## src/rtl/mem_port_arbiter.sv

```systemverilog
// Shares one memory port between fetch and load/store via IDLE/ISSUE/WAIT/RESP; request->valid >= 3 cycles.
// Requests hold until their valid; data wins unless fetch starved STARVE_LIMIT times; `ARB_TIMEOUT_EN adds WAIT timeout + err.
module mem_port_arbiter #(
    parameter int DataWidth    = 32,
    parameter int Address      = 8,
    parameter int STARVE_LIMIT = 4,
    parameter int TIMEOUT_CYC  = 16
) (
    input  logic                 clk,
    input  logic                 rst,
    input  logic                 i_request,
    input  logic [Address-1:0]   i_address,
    output logic                 i_valid,
    output logic [DataWidth-1:0] i_data_out,
    input  logic                 d_request,
    input  logic                 d_we_re,
    input  logic [3:0]           d_mask,
    input  logic [Address-1:0]   d_address,
    input  logic [DataWidth-1:0] d_data_in,
    output logic                 d_valid,
    output logic [DataWidth-1:0] d_data_out,
    output logic                 err,
    output logic                 mem_request,
    output logic                 mem_we_re,
    output logic [3:0]           mem_mask,
    output logic [Address-1:0]   mem_address,
    output logic [DataWidth-1:0] mem_data_in,
    input  logic                 mem_valid,
    input  logic [DataWidth-1:0] mem_data_out
);

    typedef enum logic [1:0] {S_IDLE, S_ISSUE, S_WAIT, S_RESP} state_t;
    typedef enum logic [1:0] {OWN_NONE, OWN_I, OWN_D} owner_t;

    localparam int StreakW = $clog2(STARVE_LIMIT + 1);
    localparam logic [StreakW-1:0] StreakMax = StreakW'(STARVE_LIMIT);

    state_t                 state_q, state_d;
    owner_t                 owner_q, owner_d;
    logic [StreakW-1:0]     streak_q, streak_d;
    logic                   we_q, we_d;
    logic [3:0]             mask_q, mask_d;
    logic [Address-1:0]     addr_q, addr_d;
    logic [DataWidth-1:0]   wdata_q, wdata_d;
    logic [DataWidth-1:0]   rdata_q, rdata_d;
    logic                   err_q, err_d;
    logic                   data_wins;

`ifdef ARB_TIMEOUT_EN
    localparam int ToW = $clog2(TIMEOUT_CYC);
    localparam logic [ToW-1:0] ToLast = ToW'(TIMEOUT_CYC - 1);
    logic [ToW-1:0] to_cnt_q, to_cnt_d;
`else
    logic unused_cfg;
    assign unused_cfg = (TIMEOUT_CYC > 1);
`endif

    // Fetch only overtakes data once it has been passed over STARVE_LIMIT times in a row.
    assign data_wins = d_request && !(i_request && (streak_q == StreakMax));

    always_comb begin
        state_d  = state_q;
        owner_d  = owner_q;
        streak_d = streak_q;
        we_d     = we_q;
        mask_d   = mask_q;
        addr_d   = addr_q;
        wdata_d  = wdata_q;
        rdata_d  = rdata_q;
        err_d    = err_q;
`ifdef ARB_TIMEOUT_EN
        to_cnt_d = '0;
`endif
        case (state_q)
            S_IDLE: begin
                if (i_request || d_request) begin
                    state_d = S_ISSUE;
                    err_d   = 1'b0;
                    if (data_wins) begin
                        owner_d = OWN_D;
                        we_d    = d_we_re;
                        mask_d  = d_mask;
                        addr_d  = d_address;
                        wdata_d = d_data_in;
                        if (i_request && (streak_q != StreakMax)) begin
                            streak_d = streak_q + 1'b1;
                        end
                    end else begin
                        owner_d  = OWN_I;
                        we_d     = 1'b0;
                        mask_d   = 4'hF;
                        addr_d   = i_address;
                        wdata_d  = '0;
                        streak_d = '0;
                    end
                end
            end
            S_ISSUE: state_d = S_WAIT;
            S_WAIT: begin
                if (mem_valid) begin
                    rdata_d = we_q ? '0 : mem_data_out;
                    state_d = S_RESP;
                end
`ifdef ARB_TIMEOUT_EN
                else if (to_cnt_q == ToLast) begin
                    rdata_d = '0;
                    err_d   = 1'b1;
                    state_d = S_RESP;
                end else begin
                    to_cnt_d = to_cnt_q + 1'b1;
                end
`endif
            end
            S_RESP: begin
                state_d = S_IDLE;
                owner_d = OWN_NONE;
                err_d   = 1'b0;
            end
            default: state_d = S_IDLE;
        endcase
        if (!i_request) begin
            streak_d = '0;
        end
    end

    always_ff @(posedge clk or posedge rst) begin
        if (rst) begin
            state_q  <= S_IDLE;
            owner_q  <= OWN_NONE;
            streak_q <= '0;
            we_q     <= 1'b0;
            mask_q   <= '0;
            addr_q   <= '0;
            wdata_q  <= '0;
            rdata_q  <= '0;
            err_q    <= 1'b0;
`ifdef ARB_TIMEOUT_EN
            to_cnt_q <= '0;
`endif
        end else begin
            state_q  <= state_d;
            owner_q  <= owner_d;
            streak_q <= streak_d;
            we_q     <= we_d;
            mask_q   <= mask_d;
            addr_q   <= addr_d;
            wdata_q  <= wdata_d;
            rdata_q  <= rdata_d;
            err_q    <= err_d;
`ifdef ARB_TIMEOUT_EN
            to_cnt_q <= to_cnt_d;
`endif
        end
    end

    assign mem_request = (state_q == S_ISSUE);
    assign mem_we_re   = we_q;
    assign mem_mask    = mask_q;
    assign mem_address = addr_q;
    assign mem_data_in = wdata_q;

    assign i_valid    = (state_q == S_RESP) && (owner_q == OWN_I);
    assign d_valid    = (state_q == S_RESP) && (owner_q == OWN_D);
    assign i_data_out = i_valid ? rdata_q : '0;
    assign d_data_out = d_valid ? rdata_q : '0;
`ifdef ARB_TIMEOUT_EN
    assign err = err_q;
`else
    assign err = 1'b0;
`endif

endmodule
```

## config.mk

```make
export PLATFORM = sky130hd
export DESIGN_NAME = mem_port_arbiter
export DESIGN_NICKNAME = d
export VERILOG_FILES = /design/src/rtl/mem_port_arbiter.sv
export SDC_FILE = /design/constraint.sdc
export NUM_CORES = 1
export LEC_CHECK = 0
export ABC_AREA = 1
export CAP_MARGIN = 0
export CORE_ASPECT_RATIO = 0.75
export CORE_MARGIN = 1.5
export CORE_UTILIZATION = 43
export DETAILED_ROUTE_END_ITERATION = 8
export PLACE_DENSITY = 0.95
export SLEW_MARGIN = 20
export SYNTH_ARGS = -nofsm -noshare
export SYNTH_HDL_FRONTEND = slang
export SYNTH_SLANG_ARGS = --single-unit
```

## constraint.sdc

```tcl
create_clock -name clk -period 5.5 [get_ports clk]
set_clock_uncertainty 0.1 [all_clocks]
set_input_delay 1.375 -clock clk [delete_from_list [all_inputs] [get_ports clk]]
set_output_delay 1.375 -clock clk [all_outputs]
set_load 0.02 [all_outputs]
```

# ---- Word level (Yosys, flattened, before mapping)
# Cells that the tools add are included.
dict set report op_classes {
  add_sub_neg 1
  mul 0
  n_div 0
  order_cmp 0
  n_eq_ne 12
  n_shift 0
  n_mux 18
  bitwise 0
  n_reduce_logical 14
}
# cell n
set op_table {}
lappend op_table {{$mux W32} 4}
lappend op_table {{$mux W3} 5}
lappend op_table {{$mux W2} 4}
lappend op_table {{$mux W8} 1}
lappend op_table {{$pmux W2 S4} 1}
lappend op_table {{$reduce_and A2 Y1} 4}
lappend op_table {{$eq A2 B2 Y1 const B} 3}
lappend op_table {{$logic_and A1 B1 Y1} 5}
lappend op_table {{$eq A2 B1 Y1 const B} 2}
lappend op_table {{$mux W4} 1}
lappend op_table {{$ne A2 B1 Y1 const B} 2}
lappend op_table {{$ne A2 B2 Y1 const B} 2}
lappend op_table {{$pmux W2 S2} 1}
lappend op_table {{$add A3 B1 Y3 const B} 1}
lappend op_table {{$eq A3 B3 Y1 const B} 1}
lappend op_table {{$ne A3 B2 Y1 const B} 1}
lappend op_table {{$ne A3 B3 Y1 const B} 1}
lappend op_table {{$reduce_and A3 Y1} 1}
lappend op_table {{$logic_not A2 Y1} 1}
lappend op_table {{$reduce_bool A2 Y1} 1}
lappend op_table {{$logic_not A1 Y1} 1}
lappend op_table {{$logic_or A1 B1 Y1} 1}
lappend op_table {{$mux W1} 1}
dict set report totals {
  ff_bits 84
  latch_bits 0
  ramBits 0
  rom_bits 0
  inputBits 90
  out_inout_bits 113
  word_cells 53
  mem_count 0
}

# ---- Depth between registers and ports, before layout
# Gate-level depths: netlist (run 1).
dict set report depth {
  depth_word 8
  depth_mapped 8
  ltp_nobuf 8
}

# ---- Worst setup path before layout (run 1)
# OpenSTA, ideal clock, no wires.
dict set report synth_timing {
  path_type {register -> output}
  from {reg state_q[1]}
  to {out d_data_out[22]}
  t_arrival_ps 1224
  t_required_ps 4025
  path_slack_ps 2801
  path_stages_with_launch 5
  path_buffers 1
  path_cell_list {dfrtp_1 -> ha_1 -> nand3_1 -> clkbuf_1 -> nor2_1}
}
dict set report synth_between {
  elab_chain_len 3
}
# element line
set synth_lines {}
lappend synth_lines {{start: declaration} 38} ;# state_t state_q, state_d;
lappend synth_lines {{start signal: assignment} 141} ;# state_q <= state_d;
lappend synth_lines {{$eq A2 B2 Y1} 163} ;# assign d_valid = (state_q == S_RESP) && (owner_q == OWN_D);
lappend synth_lines {{$logic_and A1 B1 Y1} 163}
lappend synth_lines {{$mux W32} 165} ;# assign d_data_out = d_valid ? rdata_q : '0;
lappend synth_lines {{end: declaration} 21} ;# output logic [DataWidth-1:0] d_data_out,
# Every way passes these cells.

# ---- Worst setup path in the final report (run 1)
dict set report layout_timing {
  from {reg state_q[1]}
  to {out d_data_out[4]}
}
# The elaborated chain is that of the path after synthesis.

==> results.json, run 1 <==
{
  "worstHoldEndpoint": "mem_data_in[19]",
  "syn_area_mm2": 0.003892,
  "yosysUniqueCellTypes": 22,
  "post-route-util_pct": 72.56,
  "viasPerCell": 4.968,
  "r2r_cells": 6,
  "path_class": "register to output port",
  "htree_levels": 3,
  "initial_core_util_pct": 45.07,
  "numCtsBuffers": 9,
  "numPortBuffers": 201,
  "synth_top_area_share_pct": 54.00,
  "fmax_ghz": 0.2542,
  "pwr-share-clk_pct": 21.7,
  "overflow": 0,
  "p_int_w": 0.001857,
  "power_frac_comb_pct": 45.0,
  "drv_slew": 0,
  "hp-start": "mem_data_in[19]",
  "synthTopCellsByCount": "140 x nand2_1, 84 x dfrtp_1, 69 x nor2_1",
  "layout-drive-gt1-share_pct": 4.284,
  "drc": 0,
  "crit_required_ps": 4030,
  "grtUsageTotal_pct": 22.86,
  "post_cts_buffers": 0,
  "hold_viol": 0,
  "synth-warning-count": 0,
  "grt_max_degree": 65,
  "core_region_area_mm2": 0.008636,
  "startpoint_type": "register",
  "power.switching_w": 0.001167,
  "antenna_found_initial": 0,
  "antennaDiodeCount": 0,
  "setup_viol": 0,
  "synth.ff_latch_count": 84,
  "max_slew_margin_pct": 37.04,
  "power.density_mw_per_mm2": 482.7,
  "cts_tree": "built",
  "post-route-period-util_pct": 71.53,
  "hold_depth": 2,
  "postRouteAntennaNets": 0,
  "grt_pass1_wl_mm": 17.75,
  "vdd_drop_max_mv": 0.2858,
  "syn-num-nets": 583,
  "hold_path.class": "register to register",
  "cts_resized": 0,
  "r2r_start": "state_q[0]",
  "setup_tns_ps": 0,
  "rsz0062_at_grt": "no",
  "p_seq_share_pct": 33.3,
  "worstMarginPinSlew_ps": 943.4,
  "syn_avg_cell_area_um2": 7.993,
  "drt_pass1_iterations": 5,
  "wire_per_inst_um": 13.99,
  "ff2ff_setup_slack_ps": 3200,
  "ys_seq_area_share_pct": 54.00,
  "leakagePower_nw": 2.887,
  "area_growth_pct": 60.98,
  "insertion_delay_ps": 330,
  "synth_most_common_cell": "nand2_1",
  "clockBufferDepth": 2,
  "rows": 29,
  "io_pins": 203,
  "arrival_ps": 2460,
  "min_period_ps": 3934,
  "hold_buffers": 0,
  "routabilityCongestion": 0.7834,
  "clock-sinks": 84,
  "vias": 3900,
  "synthFlopType": "dfrtp_1",
  "dieArea_mm2": 0.009638,
  "outcome": "finished, final reports clean",
  "p_sw_share_pct": 38.59,
  "synth_enable_flop_cells": 0,
  "nets": 768,
  "synth_top_area_cell": "dfrtp_1",
  "cts_root_buf": "clkbuf_16",
  "drt_iter0_markers": 196,
  "wirelength_mm": 10.98,
  "synthTopCellsByArea": "dfrtp_1 54%, nand2_1 14%, nand3_1 7.1%",
  "end_kind": "output port",
  "first_global_vias": 3732,
  "n_fill_cell": 625,
  "cts.clk_slew.worst_paths_ps": 60,
  "rr_endpoint": "mem_data_in[27]",
  "netlist_instances": 487,
  "die_w_um": 112.9,
  "dieHeight_um": 85.40,
  "path_max_fanout": 33,
  "dp_hpwl_mm": 8.060,
  "max_cap_viol_count": 0,
  "ys_async_sr_fraction_pct": 100.0
}
[cell usage in the layout, fill, tap and decap left out, drive strengths merged]
cell type / n
nand3b: 4
nand2: 141
clkbuf: 10
o211ai: 2
inv: 52
buf: 2
ha: 6
bufinv: 2
nor2: 71
a21oi: 1
nand3: 56
clkdlybuf4s50: 201
clkinv: 2
nand4: 8
dfrtp: 84
conb: 1
o21ai: 33
clkinvlp: 1
[sequential cells by signal, summed over array words and instances (netlist names)]
name / flops
state_q: 2
owner_q: 2
mem_mask: 4
mem_data_in: 32
rdata_q: 32
mem_we_re: 1
mem_address: 8
streak_q: 3
[critical path, stage by stage (launching register included)]
cell	delay [ps]
dfrtp_1	400
ha_1	240
nand3_2	530
nor2_1	310
clkdlybuf4s50_1	650
[kinds of logic after synthesis]
group	Yosys count	synth area share [%]
adder cells (fa/ha/maj)	6	1.929
buffers and inverters	80	9.064
AND/OR/NAND/NOR	280	30.15
AO/OA/AOI/OAI	36	4.757
flip-flops	84	54.00
other	1	0.09634
[stage by stage]
step / cell area (um2) / hold WS (ps) / cells / worst slack, ps / total power [W]
2_1_floorplan: 3892 / 373.5 / 487 / 1860 / 0.001790
3_3_place_gp: 5898 / 362.1 / 768 / 1727 / 0.002287
3_5_place_dp: 5898 / 368.9 / 768 / 1542 / 0.002352
4_1_cts: 6231 / 381.7 / 784 / 1189 / 0.003022
5_1_grt: 6266 / 405.0 / 785 / 1391 / 0.003225
6_report: 6266 / 378.9 / 785 / 1566 / 0.003024
[final cells by class]
cell class / count / area, um2 / share of cell area [%]
well taps: 108 / 135.1 / 2.157
inverters: 51 / 192.7 / 3.075
flip-flops and latches: 84 / 2102 / 33.55
clock inverters: 6 / 93.84 / 1.498
clock buffers: 10 / 239.0 / 3.814
multi-input cells: 323 / 1456 / 23.24
repair buffers: 203 / 2047 / 32.67
[worst max-delay path by stage]
stage / endpoint / slack [ps] / start / cells past startpoint
5_1_grt: d_data_out[17] / 1390 / state_q[1] / 4
3_5_place_dp: d_data_out[16] / 1540 / state_q[1] / 4
4_1_cts: d_data_out[16] / 1190 / state_q[1] / 4
6_report: d_data_out[4] / 1570 / state_q[1] / 4
2_1_floorplan: mem_address[0] / 1860 / rst / 1
3_3_place_gp: d_data_out[6] / 1730 / state_q[1] / 4
[layer usage]
layer	wire, um	vias up	part of all wire (%)	global-route usage, %
li1	-	1880	-	-
met1	4571	1847	42	28.11
met2	5589	160	51	41.19
met3	678	13	6.2	5.643
met4	140	0	1.3	4.886
met5	0	-	0	0
[power by group through the flow]
stage	clock network, W	registers, W	logic, W
6_report	0.000656	0.00101	0.00136
3_5_place_dp	0	0.00101	0.00134
4_1_cts	0.000668	0.00101	0.00135
5_1_grt	0.000699	0.00104	0.00149
2_1_floorplan	0	0.00117	0.000620
3_3_place_gp	0	0.000997	0.00129
No activity file was read; power rests on OpenSTA's default activity.
==> run 2: changes to the inputs <==
- CORE_UTILIZATION: 43 -> 40
- PLACE_DENSITY: 0.95 -> 0.91
- clock period: 5.5 -> 3.95 ns (I/O delays scaled with it)
==> run 2 against run 1 <==
  * Routed wire length rose by 2.2%
  * Global-route usage fell by 1.3 points
  * Sequential power rose by 40%
  * Critical path type unchanged
==> results.json, run 2 (same netlist as run 1, synthesis figures left out) <==
{
  "outcome": "finished, final reports clean",
  "setup_viol": 0,
  "die_w_um": 116.9,
  "insertion_delay_ps": 320,
  "clockBufferDepth": 2,
  "setup_tns_ps": 0,
  "power.density_mw_per_mm2": 664.1,
  "viasPerCell": 4.834,
  "wire_per_inst_um": 13.88,
  "dpl_worst_slack_ps": 710.5,
  "post-route-worst-setup-slack_ps": 801.6,
  "hold_depth": 2,
  "initial_core_util_pct": 42.15,
  "cts.clk_slew.worst_paths_ps": 70,
  "stdcell_count": 808,
  "worstMarginPinSlew_ps": 989.0,
  "n_fill_cell": 760,
  "core_region_area_mm2": 0.009234,
  "antenna_found_initial": 0,
  "rsz0062_at_grt": "no",
  "routabilityCongestion": 0.8586,
  "cp_cell_sequence": "ha_1, nand2_1, buf_4, nor2_1, clkdlybuf4s50_1",
  "layout-drive-gt1-share_pct": 4.412,
  "dieArea_mm2": 0.01034,
  "power_w": 0.004167,
  "grt_pass1_wl_mm": 17.59,
  "grt_max_degree": 65,
  "rows": 30,
  "hold_viol": 0,
  "overflow": 0,
  "cp.depth": 5,
  "startpoint_type": "register",
  "vias": 3906,
  "post_cts_buffers": 0,
  "area_growth_pct": 61.20,
  "met3WireLength_um": 854,
  "max_cap_viol_count": 0,
  "ff_latch_area_mm2": 0.002102,
  "leakagePower_nw": 2.891,
  "highest_layer": "met4",
  "numCtsBuffers": 9,
  "arrival_ps": 2060,
  "drv_slew": 0,
  "worst_path_max_delay_cell": "clkdlybuf4s50_1",
  "cts_tree": "built",
  "crit_family": "buffers and inverters",
  "dieHeight_um": 88.43,
  "cp_num_buf_inv": 2,
  "post-route-period-util_pct": 79.71,
  "cts_resized": 0,
  "first_global_vias": 3618,
  "end_kind": "output port",
  "grtUsageTotal_pct": 21.58,
  "final_cell_mix": "201 x clkdlybuf4s50_1, 140 x nand2_1, 84 x dfrtp_1",
  "postRouteAntennaNets": 0,
  "path_max_fanout": 33,
  "cts_root_buf": "clkbuf_16",
  "critPathMaxStageDelay_ps": 670,
  "hold_path.class": "register to register",
  "min_period_ps": 3148,
  "antennaDiodeCount": 0,
  "clock-sinks": 84,
  "max_slew_margin_pct": 34.00,
  "io_pins": 203,
  "wl_met2_mm": 5.615,
  "crit_required_ps": 2860,
  "multi_input_area_mm2": 0.001449,
  "fmax_ghz": 0.3176,
  "drc": 0,
  "drt_iter0_markers": 266,
  "vdd_drop_max_mv": 0.3452,
  "dp_hpwl_mm": 8.393,
  "path_class": "register to output port",
  "nets": 771,
  "r2r_cells": 6,
  "met1_length_mm": 4.608,
  "drt_pass1_iterations": 6,
  "numPortBuffers": 201,
  "placed_cells": 792,
  "hold_ws_ps": 378.0,
  "hold_buffers": 0,
  "wirelength_mm": 11.22,
  "layout_commonest_cell": "clkdlybuf4s50_1",
  "htree_levels": 3
}
## run 2: cell types whose count changed in the layout (fill, tap and decap cells not counted), sizes merged
cell      previous run  this run
clkinvlp             1         0
clkbuf              10         9
inv                 52        53
buf                  2         5
clkinv               2         3
## run 2: worst paths after layout
| check | from | to | slack, ps |
|---|---|---|---|
| min in group asynchronous | rst | mem_data_in[18] | 1000 |
| worst max-delay path | state_q[1] | i_data_out[14] | 800 |
| worst min register to register | mem_mask[0] | mem_mask[0] | 380 |
| max in group asynchronous | rst | rdata_q[6] | 1920 |
| worst min-delay path | mem_mask[0] | mem_mask[0] | 380 |
| worst max register to register | state_q[0] | mem_data_in[30] | 1660 |
## run 2: per-layer routing
| layer | up-vias | global-route usage [%] |
|---|---|---|
| met5 | - | 0 |
| met4 | 0 | 4.491 |
| met3 | 16 | 4.658 |
| met2 | 191 | 38.86 |
| met1 | 1818 | 26.99 |
| li1 | 1881 | - |
## run 2: stage by stage
step	cell area, um2	util [%]
after floorplan	3892	-
after global placement	5953	64.47
after detailed placement	5953	64.47
after CTS	6275	67.95
after global routing	6275	67.95
final	6275	67.95
## run 2: cell type report
class / instances / share of cell area (%)
flip-flops and latches: 84 / 33.50
repair buffers: 206 / 32.66
multi-input cells: 323 / 23.09
clock buffers: 9 / 3.589
inverters: 51 / 3.071
well taps: 128 / 2.552
clock inverters: 7 / 1.535
## run 2: worst reg2reg max path, delay by kind of cell (launching register included)
family	cells	cell delay (ps)
AND/OR/NAND/NOR	3	890
adder cells (fa/ha/maj)	1	580
flip-flops	1	400
buffers and inverters	2	260
## run 2: where the power goes
part | internal (W) | total (W) | switching [W]
combinational | 0.000762 | 0.00186 | 0.00110
sequential | 0.00123 | 0.00141 | 0.000175
clock | 0.000558 | 0.000898 | 0.000340
total | 0.00255 | 0.00417 | 0.00162
==> run 3: changes to the inputs <==
- CORE_UTILIZATION: 40 -> 36
- PLACE_DENSITY: 0.91 -> 0.87
- clock period: 3.95 -> 2.8 ns (I/O delays scaled with it)
==> run 3 against run 2 <==
  * Cell area is 4.2% higher
  * Critical endpoint is now i_valid
  * Largest cell class is now buffers
  * Highest routed layer unchanged
  * Clock-buffer cell count is 2 higher
  * Critical path depth stayed put
  * Via count is 0.74% lower
==> results.json, run 3 (same netlist as run 1, synthesis figures left out) <==
{
  "outcome": "finished, final reports clean",
  "worstMarginPinSlew_ps": 1001,
  "hold_viol": 0,
  "wire_per_inst_um": 13.96,
  "end_kind": "output port",
  "path_class": "register to output port",
  "dpl_worst_slack_ps": 299.3,
  "multi_input_area_mm2": 0.001449,
  "insertion_delay_ps": 330,
  "area_growth_pct": 67.95,
  "arrival_ps": 1870,
  "ff_latch_area_mm2": 0.002102,
  "grtUsageTotal_pct": 19.43,
  "layout-drive-gt1-share_pct": 4.678,
  "hold_path.class": "register to register",
  "dieArea_mm2": 0.01145,
  "vdd_drop_max_mv": 0.5375,
  "cts_root_buf": "clkbuf_16",
  "numPortBuffers": 201,
  "drt_iter0_markers": 184,
  "post-route-period-util_pct": 95.46,
  "hold_buffers": 0,
  "clockBufferDepth": 2,
  "power_w": 0.005960,
  "cp_cell_sequence": "ha_1, nand2_1, buf_12, inv_1, clkdlybuf4s50_1",
  "crit_required_ps": 2000,
  "clock-sinks": 84,
  "nets": 775,
  "post-route-worst-setup-slack_ps": 127.1,
  "wirelength_mm": 11.45,
  "antenna_found_initial": 0,
  "vias": 3877,
  "cts_tree": "built",
  "viasPerCell": 4.728,
  "max_cap_viol_count": 0,
  "grt_pass1_wl_mm": 17.58,
  "antennaDiodeCount": 0,
  "setup_tns_ps": 0,
  "die_w_um": 123.1,
  "drc": 0,
  "postRouteAntennaNets": 0,
  "dp_hpwl_mm": 8.169,
  "path_max_fanout": 33,
  "drv_slew": 0,
  "rsz0062_at_grt": "no",
  "n_fill_cell": 847,
  "routabilityCongestion": 0.8083,
  "leakagePower_nw": 4.122,
  "dieHeight_um": 93.05,
  "overflow": 0,
  "io_pins": 203,
  "post_cts_buffers": 0,
  "fmax_ghz": 0.3741,
  "first_global_vias": 3696,
  "htree_levels": 3,
  "max_slew_margin_pct": 33.21,
  "layout_commonest_cell": "nand2_1",
  "rows": 32,
  "numCtsBuffers": 9,
  "worst_path_max_delay_cell": "clkdlybuf4s50_1",
  "initial_core_util_pct": 37.39,
  "power.density_mw_per_mm2": 911.6,
  "final_cell_mix": "140 x nand2_1, 136 x clkdlybuf4s50_1, 84 x dfrtp_1",
  "cts.clk_slew.worst_paths_ps": 60,
  "setup_viol": 0,
  "critPathMaxStageDelay_ps": 540,
  "stdcell_count": 820,
  "min_period_ps": 2673,
  "startpoint_type": "register",
  "drt_pass1_iterations": 5,
  "grt_max_degree": 85,
  "placed_cells": 804,
  "core_region_area_mm2": 0.01041
}
[run 3: cell types whose count changed in the layout (fill, tap and decap cells not counted)]
cell	previous run	this run
clkbuf_1	0	2
clkinvlp_4	0	1
bufinv_16	2	3
clkdlybuf4s50_1	201	136
dlymetal6s2s_1	0	64
clkinv_2	3	2
inv_6	3	0
dlygate4sd2_1	0	1
buf_12	0	4
[run 3: area by class of cell]
class	instances	area share (%)
clock buffer	11	3.560
clock inverter	5	1.531
inverter	51	2.986
multi-input combinational	323	22.16
sequential	84	32.15
tap	136	2.603
timing repair buffer	210	35.00
[run 3: layer usage]
| layer | wire (um) | vias up | global-route usage (%) |
|---|---|---|---|
| met5 | 0 | - | 0 |
| met4 | 165 | 0 | 4.981 |
| met3 | 734 | 15 | 5.061 |
| met2 | 5882 | 139 | 34.81 |
| met1 | 4667 | 1830 | 23.15 |
| li1 | - | 1893 | - |
[run 3: final timing paths]
check	endpoint	cells after the start	start	slack (ps)
min in group asynchronous	mem_data_in[23]	3	rst	760
hold / removal	mem_data_in[31]	2	mem_data_in[31]	380
max in group asynchronous	rdata_q[4]	3	rst	1460
setup reg to reg	mem_data_in[25]	7	state_q[0]	850
setup / recovery	i_valid	5	state_q[0]	130
hold reg to reg	mem_data_in[31]	2	mem_data_in[31]	380
[run 3: report_power, final]
group          internal [W]  total [W]  switching, W
clock              0.000868    0.00130      0.000434
sequential          0.00174    0.00197      0.000238
combinational       0.00110    0.00268       0.00158
[run 3: critical path, delay by kind of cell, from the launching register on]
kind | cells | cell delay (ps)
simple gates | 1 | 110
fa+ha+maj | 1 | 230
flops | 1 | 400
buf+inv | 3 | 790
[run 3: stage by stage]
stage | area [um2] | utilization, % | hold WS [ps]
6_report | 6538 | 62.80 | 379.3
5_1_grt | 6538 | 62.80 | 393.4
4_1_cts | 6369 | 61.18 | 381.2
3_5_place_dp | 6033 | 57.96 | 364.2
3_3_place_gp | 6033 | 57.96 | 362.6
2_1_floorplan | 3896 | - | 373.5
[run 3: repair_timing]
action                                 CTS  global route
endpoints found under the hold margin    0             0
pin swaps                                0             0
gates resized for setup                  2            66
cloned                                   0             0
setup endpoints to repair               34            64
==> variant: new RTL, settings of run 2 <==
The parameter `STARVE_LIMIT` goes from 4 to 8.
--- a/src/rtl/mem_port_arbiter.sv
+++ b/src/rtl/mem_port_arbiter.sv
@@ -3,7 +3,7 @@
 module mem_port_arbiter #(
     parameter int DataWidth    = 32,
     parameter int Address      = 8,
-    parameter int STARVE_LIMIT = 4,
+    parameter int STARVE_LIMIT = 8,
     parameter int TIMEOUT_CYC  = 16
 ) (
     input  logic                 clk,
Behaviour: same outputs for any inputs over 10 cycles, from zero or initial values and one cycle with rst high; that may be too few to reach the edited logic, so the function may still have changed.
==> variant against run 2 <==
  * Setup slack worse by 30 ps
  * Sequential share of layout area up 0.25 points
  * Wire length down 1.6%
  * Design area up 0.44%
  * Synthesized area up 0.90%
  * Hold slack better by 5.6 ps
  * Critical endpoint is now d_data_out[27]
  * Die area up 0.88%
  * Critical path depth unchanged
  * Total power down 0.65%
  * Sequential cell count up 1
==> variant: results <==
[placed_design]
gp_congestion = 0.876
hpwl_um = 8240

[finish]
final-clk-cell-share = 0.0494
seq_share = 0.338
multi_input_area_share = 0.230
drive_gt1_frac = 0.0471
multi_input_gates = 320
nonClockInverterCount = 53
nClkBuffers = 11
nonClkBufAreaFrac = 0.325

[clocking]
clk_pin_slew_ps = 60
clock_sinks = 85

[yosys]
ys_types = 25
ys_seq_area_frac = 0.542
syn-num-nets = 581
yosysTopAreaCellShare = 0.542
netlist_top_cells_count = nand2_1, dfrtp_1, nor2_1, nand3_1, inv_1

[routing]
drt_iter0_drc = 245
via_count = 3899
wl_um = 11000

[critical_path]
cp_slowest_stage_delay_ps = 620
arrival_ps = 2090

[run_status]
status = finished clean

[sta]
tightest_slew_ps = 1090

[power]
p_leak_nw = 2.87
ir_drop_mv = 0.341

[grt]
grt_pass1_vias = 3658
grt_pass1_wl_um = 17200
grt_usage = 0.206
variant: worst paths after layout:
path / slack [ps] / endpoint / cells after the start / startpoint
max: 770 / d_data_out[27] / 5 / state_q[1]
min: 380 / mem_data_in[11] / 2 / mem_data_in[11]
max reg2reg: 1780 / mem_we_re / 6 / state_q[1]
min reg2reg: 380 / mem_data_in[11] / 2 / mem_data_in[11]
max in group asynchronous: 1890 / mem_data_in[12] / 3 / rst
min in group asynchronous: 1000 / mem_data_in[9] / 2 / rst
variant: power by group:
| group | switching (mW) | leakage (nW) | internal [mW] | total (mW) |
|---|---|---|---|---|
| clock | 0.327 | 0.148 | 0.524 | 0.850 |
| sequential | 0.176 | 1.07 | 1.25 | 1.42 |
| combinational | 1.11 | 1.66 | 0.760 | 1.87 |
| total | 1.61 | 2.87 | 2.53 | 4.14 |
variant: layer usage:
layer | routed length (µm) | up-vias | GRT usage
li1 | - | 1883 | -
met1 | 4830 | 1832 | 0.253
met2 | 5280 | 168 | 0.359
met3 | 746 | 16 | 0.0509
met4 | 181 | 0 | 0.0763
met5 | 0 | - | 0
variant: kinds of logic (layout without fill, tap and decap cells):
logic type | after synthesis | after routing | share of synthesized area
buffers and inverters | 80 | 275 | 0.0895
other | 1 | 1 | 0.000955
DFF | 85 | 85 | 0.542
AOI/OAI and AO/OA | 44 | 44 | 0.0580
and+or+nand+nor | 268 | 268 | 0.289
xor gates and xnor gates | 1 | 1 | 0.00223
adders and majority gates | 6 | 6 | 0.0191
variant: through the flow:
step	instances	hold slack (ps)	setup slack [ps]	utilization	instance area, µm²
after floorplan	485	349	669	-	3930
after global placement	796	365	1120	0.623	5990
after detailed placement	796	367	975	0.623	5990
after CTS	812	384	775	0.655	6300
after global routing	812	408	635	0.655	6300
final	812	384	772	0.655	6300
